--- config.mk ---
export PLATFORM = sky130hd
export DESIGN_NAME = verifier_io_tau_seq
export DESIGN_NICKNAME = d
export VERILOG_FILES = /design/src/rtl/verifier_io_tau_seq.sv
export SDC_FILE = /design/constraint.sdc
export NUM_CORES = 1
export LEC_CHECK = 0
export ABC_AREA = 1
export CAP_MARGIN = 10
export CELL_PAD_IN_SITES_DETAIL_PLACEMENT = 1
export CELL_PAD_IN_SITES_GLOBAL_PLACEMENT = 2
export CORE_MARGIN = 5
export CORE_UTILIZATION = 25
export DETAILED_ROUTE_END_ITERATION = 8
export MAX_ROUTING_LAYER = met4
export PLACE_DENSITY = 0.8
export SYNTH_ARGS = -nofsm -noshare
export SYNTH_HDL_FRONTEND = slang
export SYNTH_SLANG_ARGS = --single-unit
--- constraint.sdc ---
create_clock -name clk -period 1.9 [get_ports clk]
set_input_delay 0.285 -clock clk [delete_from_list [all_inputs] [get_ports clk]]
set_output_delay 0.285 -clock clk [all_outputs]
set_load 0.03 [all_outputs]
--- src/rtl/verifier_io_tau_seq.sv ---
// verifier_io_tau_seq: per-round tau challenge sequencer for the io-element; define VERIFIER_TAU_RANGE_CHECK_EN to flag tau_in >= F_Q.
module verifier_io_tau_seq #(
    parameter int nCopyBits = 2,
    parameter int nRounds = nCopyBits,
    parameter int F_NBITS = 61,
    parameter logic [F_NBITS-1:0] F_Q = 61'h1FFF_FFFF_FFFF_FFFF
) (
    input  logic                           clk,
    input  logic                           rstb,
    input  logic                           start,
    input  logic [F_NBITS-1:0]             tau_in,
    input  logic                           tau_valid,
    output logic                           tau_ready,
    input  logic                           elem_ready,
    input  logic                           elem_ready_pulse,
    output logic                           elem_en,
    output logic                           elem_restart,
    output logic [F_NBITS-1:0]             tau,
    output logic [F_NBITS-1:0]             m_tau_p1,
    output logic [$clog2(nRounds+1)-1:0]   round,
    output logic                           busy,
    output logic                           done,
    output logic                           err
);
    localparam int RW = $clog2(nRounds + 1);
    localparam logic [RW-1:0] LAST = RW'(nRounds);
    typedef enum logic [2:0] {ST_IDLE, ST_WTAU, ST_ISSUE, ST_RUN, ST_DONE} state_t;
    state_t state, state_nxt;
    logic start_dly, bad_tau;
    logic [RW-1:0] round_inc;
    logic [F_NBITS-1:0] m_nxt;
    assign round_inc = round + 1'b1;
    assign busy = state != ST_IDLE;
    // canonical (1 - tau) mod F_Q: tau==1 maps to 0 rather than F_Q
    assign m_nxt = tau_in == '0 ? F_NBITS'(1) :
                   tau_in == F_NBITS'(1) ? '0 : F_Q + F_NBITS'(1) - tau_in;
`ifdef VERIFIER_TAU_RANGE_CHECK_EN
    assign bad_tau = tau_in >= F_Q;
    always_ff @(posedge clk)
        err <= rstb ? 1'b0 : err | (tau_ready & bad_tau);
`else
    assign bad_tau = 1'b0;
    assign err = 1'b0;
`endif
    always_comb begin
        state_nxt = state;
        tau_ready = 1'b0;
        elem_en = 1'b0;
        elem_restart = 1'b0;
        case (state)
            ST_IDLE:  state_nxt = (start & ~start_dly) ? ST_WTAU : ST_IDLE;
            ST_WTAU: if (tau_valid) begin
                tau_ready = 1'b1;
                state_nxt = bad_tau ? ST_IDLE : ST_ISSUE;
            end
            ST_ISSUE: if (elem_ready) begin
                elem_en = 1'b1;
                elem_restart = round == '0;
                state_nxt = ST_RUN;
            end
            ST_RUN: if (elem_ready_pulse) state_nxt = round_inc == LAST ? ST_DONE : ST_WTAU;
            ST_DONE:  state_nxt = ST_IDLE;
            default:  state_nxt = ST_IDLE;
        endcase
        if (rstb) begin
            tau_ready = 1'b0;
            elem_en = 1'b0;
            elem_restart = 1'b0;
        end
    end
    always_ff @(posedge clk) begin
        if (rstb) begin
            state <= ST_IDLE;
            start_dly <= 1'b1;
            tau <= '0;
            m_tau_p1 <= '0;
            round <= '0;
            done <= 1'b0;
        end else begin
            state <= state_nxt;
            start_dly <= start;
            done <= state == ST_DONE;
            if (state == ST_IDLE && state_nxt == ST_WTAU) round <= '0;
            if (state == ST_RUN && elem_ready_pulse) round <= round_inc;
            if (tau_ready && !bad_tau) begin
                tau <= tau_in;
                m_tau_p1 <= m_nxt;
            end
        end
    end
endmodule

==> results.sh <==
export IMPL_run_status="complete, but fails checks"
export IMPL_violations="setup timing"
export IMPL_num_fill_cells=3210
export IMPL_floorplan_die_width_um=172
export IMPL_final_max_slew_violation_count=0
export IMPL_post_route_worst_setup_slack_ns=-0.0323
export IMPL_dp_worst_setup_slack_ns=-0.694
export IMPL_pin_count=197
export IMPL_worst_ep_arrival_time_ns=1.65
export IMPL_finClkSkew_ns=0.00631
export IMPL_post_route_cells_drive_above_1_share_pct=21.7
export IMPL_cts_htree_levels=4
export IMPL_fp_dieH_um=172
export IMPL_yosys_register_bits=129
export IMPL_post_synth_cell_area_avg_um2=6.57
export IMPL_area_enclosed_by_the_die_boundary_um2=29400
export IMPL_drt_first_pass_iters=5
export IMPL_hpwl_mm=23.2
export IMPL_postSynth_asyncResetShare_pct=0
export IMPL_tritoncts_num_sinks=129
export IMPL_maximum_number_of_pins_on_one_net_before_global_route_repair=71
export IMPL_placement_cell_area_um2=9990
export IMPL_clock_latency_ns=0.43
export IMPL_synth_top_cells_by_area="sky130_fd_sc_hd__dfxtp_1, sky130_fd_sc_hd__nand2_1, sky130_fd_sc_hd__a21oi_1, sky130_fd_sc_hd__nor2_1, sky130_fd_sc_hd__inv_1"
export IMPL_synth_cell_type_count=33
export IMPL_synthCells=993
export IMPL_worstPathMaxFanout=7
export IMPL_final_hold_violation_count=0
export IMPL_area_used_by_multi_input_combinational_logic_um2=3640
export IMPL_synth_net_count=1064
export IMPL_max_freq_mhz=518
export IMPL_floorplan_row_count=59
export IMPL_cts_root_buffer="sky130_fd_sc_hd__clkbuf_16"
export IMPL_first_global_vias=8064
export IMPL_detailroute_via_count=7728
export IMPL_share_of_synthesized_area_occupied_by_flip_flops_and_latches_pct=39.6
export IMPL_synth_most_common_cell="sky130_fd_sc_hd__nand2_1"
export IMPL_numCtsBuffers=17
export IMPL_hold_class="in -> reg"
export IMPL_final_period_minus_worst_setup_slack_ns=1.93
export IMPL_drc_violations_left=0
export IMPL_global_route_usage_total_pct=21.1
export IMPL_setup_worst_path_end_class="output port"
export IMPL_synth_cells_most_frequent="sky130_fd_sc_hd__nand2_1, sky130_fd_sc_hd__nor2_1, sky130_fd_sc_hd__dfxtp_1"
export IMPL_route_detailed_vias_per_inst=4.54
export IMPL_finalNetCount=1426
export IMPL_edff_count_synth=0
export IMPL_critPathKind="reg -> out"
export IMPL_first_iter_violations=409
export IMPL_postRouteAntennaNets=0
export IMPL_finish_instance_area_um2=11000
export IMPL_avgRoutedWirePerCell_um=18.0
export IMPL_synth_top_area_share_pct=39.6
export IMPL_antenna_diode_count=0
export IMPL_port_buf_inserts=195
export IMPL_setup_viol=1
export IMPL_grt_first_pass_wirelength_mm=45.9
export IMPL_p_leak_nw=4.60
export IMPL_routabilityCongestion=0.907
export IMPL_finalWirelength_mm=30.6
export IMPL_top_ff_cell_synth="sky130_fd_sc_hd__dfxtp_1"
export IMPL_layoutNonFillerInstCount=1701
export IMPL_clkTransAtPathRegs_ns=0.05
export IMPL_cts_tree="yes"
export IMPL_start_util_pct=25.2
export IMPL_start_kind="flip-flop"
export IMPL_yosys_area_top_type="sky130_fd_sc_hd__dfxtp_1"
export IMPL_rsz0062_at_grt="true"
export IMPL_seq_area_um2=2580
export IMPL_synth_warnings=0
export IMPL_ir_worst_vdd_mv=0.559
export IMPL_power_density_cell_area_nw_per_um2=631
export IMPL_timing_final_crit_share_pct=102
export IMPL_synth_cell_area_um2=6530
export IMPL_grt_overflow=0
export IMPL_floorplan_core_area_um2=25900
export IMPL_clk_path_buf_depth=2
export IMPL_crit_required_ns=1.62
export IMPL_fin_worst_hold_slack_ns=0.222
export IMPL_placed_instances=1649
export IMPL_timing_max_cap_violations=0
export IMPL_antenna_found_initial=0
export IMPL_areaGrowthSynthToFinish_pct=68.4
## metrics by stage
step | util [%] | TNS [ns] | total power [mW]
CTS | 41.4 | -0.0954 | 6.98
global placement | 38.5 | -29.85 | 3.75
floorplan | - | 0 | 3.21
finish | 42.4 | -0.0323 | 6.94
global route | 42.4 | -0.756 | 7.20
detailed placement | 38.5 | -34.73 | 3.76
## what timing repair did
item / CTS / global route
setup endpoints to repair: 52 / 56
cloned: 4 / 0
hold buffers: 0 / 0
setup buffers: 8 / 10
resized for setup: 16 / 61
pin swaps: 5 / 9
## sequential cells by signal, summed over array words and instances (netlist names)
signal / flops
state: 3
round: 2
m_tau_p1: 61
tau: 61
start_dly: 1
done: 1
## final cells by class
type,count,share of cell area [%]
clock inverters,6,0.751
multi-input cells,737,33.1
clock buffers,24,4.29
well taps,335,3.81
flip-flops and latches,129,23.5
repair buffers,380,31.4
inverters,90,3.10
## routing by layer
| layer | GRT usage, % | vias to the layer above | wire length, um |
|---|---|---|---|
| met4 | 4.31 | 0 | 281 |
| met1 | 27.1 | 3670 | 14200 |
| met5 | - | - | 0 |
| met2 | 35.1 | 167 | 14800 |
| met3 | 3.70 | 19 | 1310 |
| li1 | - | 3872 | - |
## worst max-delay path, stage by stage (launching register included)
cell and delay [ns]:
sky130_fd_sc_hd__dfxtp_2 0.35, sky130_fd_sc_hd__inv_2 0.08, sky130_fd_sc_hd__nor3_4 0.14, sky130_fd_sc_hd__nand2_2 0.12, sky130_fd_sc_hd__nor2_4 0.14, sky130_fd_sc_hd__buf_6 0.13
sky130_fd_sc_hd__buf_8 0.14, sky130_fd_sc_hd__buf_12 0.12
## cells in the final DEF, fill, tap and decap left out, drive strengths merged, types with 2 or more instances in the layout
cell type      Yosys  routed
nand2            286     286
clkbuf            21      24
xor2              24      24
nor3               4       4
nand3             38      38
nand4             13      13
dfxtp            129     129
ha                 4       4
o21ai             63      63
xnor2              3       3
nor2             172     176
bufinv             0       2
inv               90      90
clkinv             0       3
clkdlybuf4s50      0     181
a21oi            117     117
buf               20     189
dlymetal6s2s       0       9
## kinds of logic (layout without fill, tap and decap cells)
kind of cell,after synthesis,count (layout),share of synthesized area [%]
AND/OR/NAND/NOR,517,521,33.4
AO/OA/AOI/OAI,184,184,14.3
buffers and inverters,131,500,8.30
flip-flops,129,129,39.6
XOR/XNOR,27,27,3.62
adder cells (fa/ha/maj),4,4,0.767
other,1,1,0.0575
## power breakdown
part	total [mW]	internal, mW	switching, mW
registers	2.79	2.76	0.0282
clock network	3.20	1.98	1.22
logic	0.957	0.431	0.526
total	6.94	5.17	1.77
## final timing paths
kind,startpoint,cells after the start,slack [ns],to
worst max-delay path,state[0],7,-0.03,tau_ready
worst max register to register,state[0],9,0.16,tau[52]
worst min register to register,state[0],1,0.45,done
worst min-delay path,tau_in[10],3,0.22,tau[10]
Power figures use the tool's default switching activity.
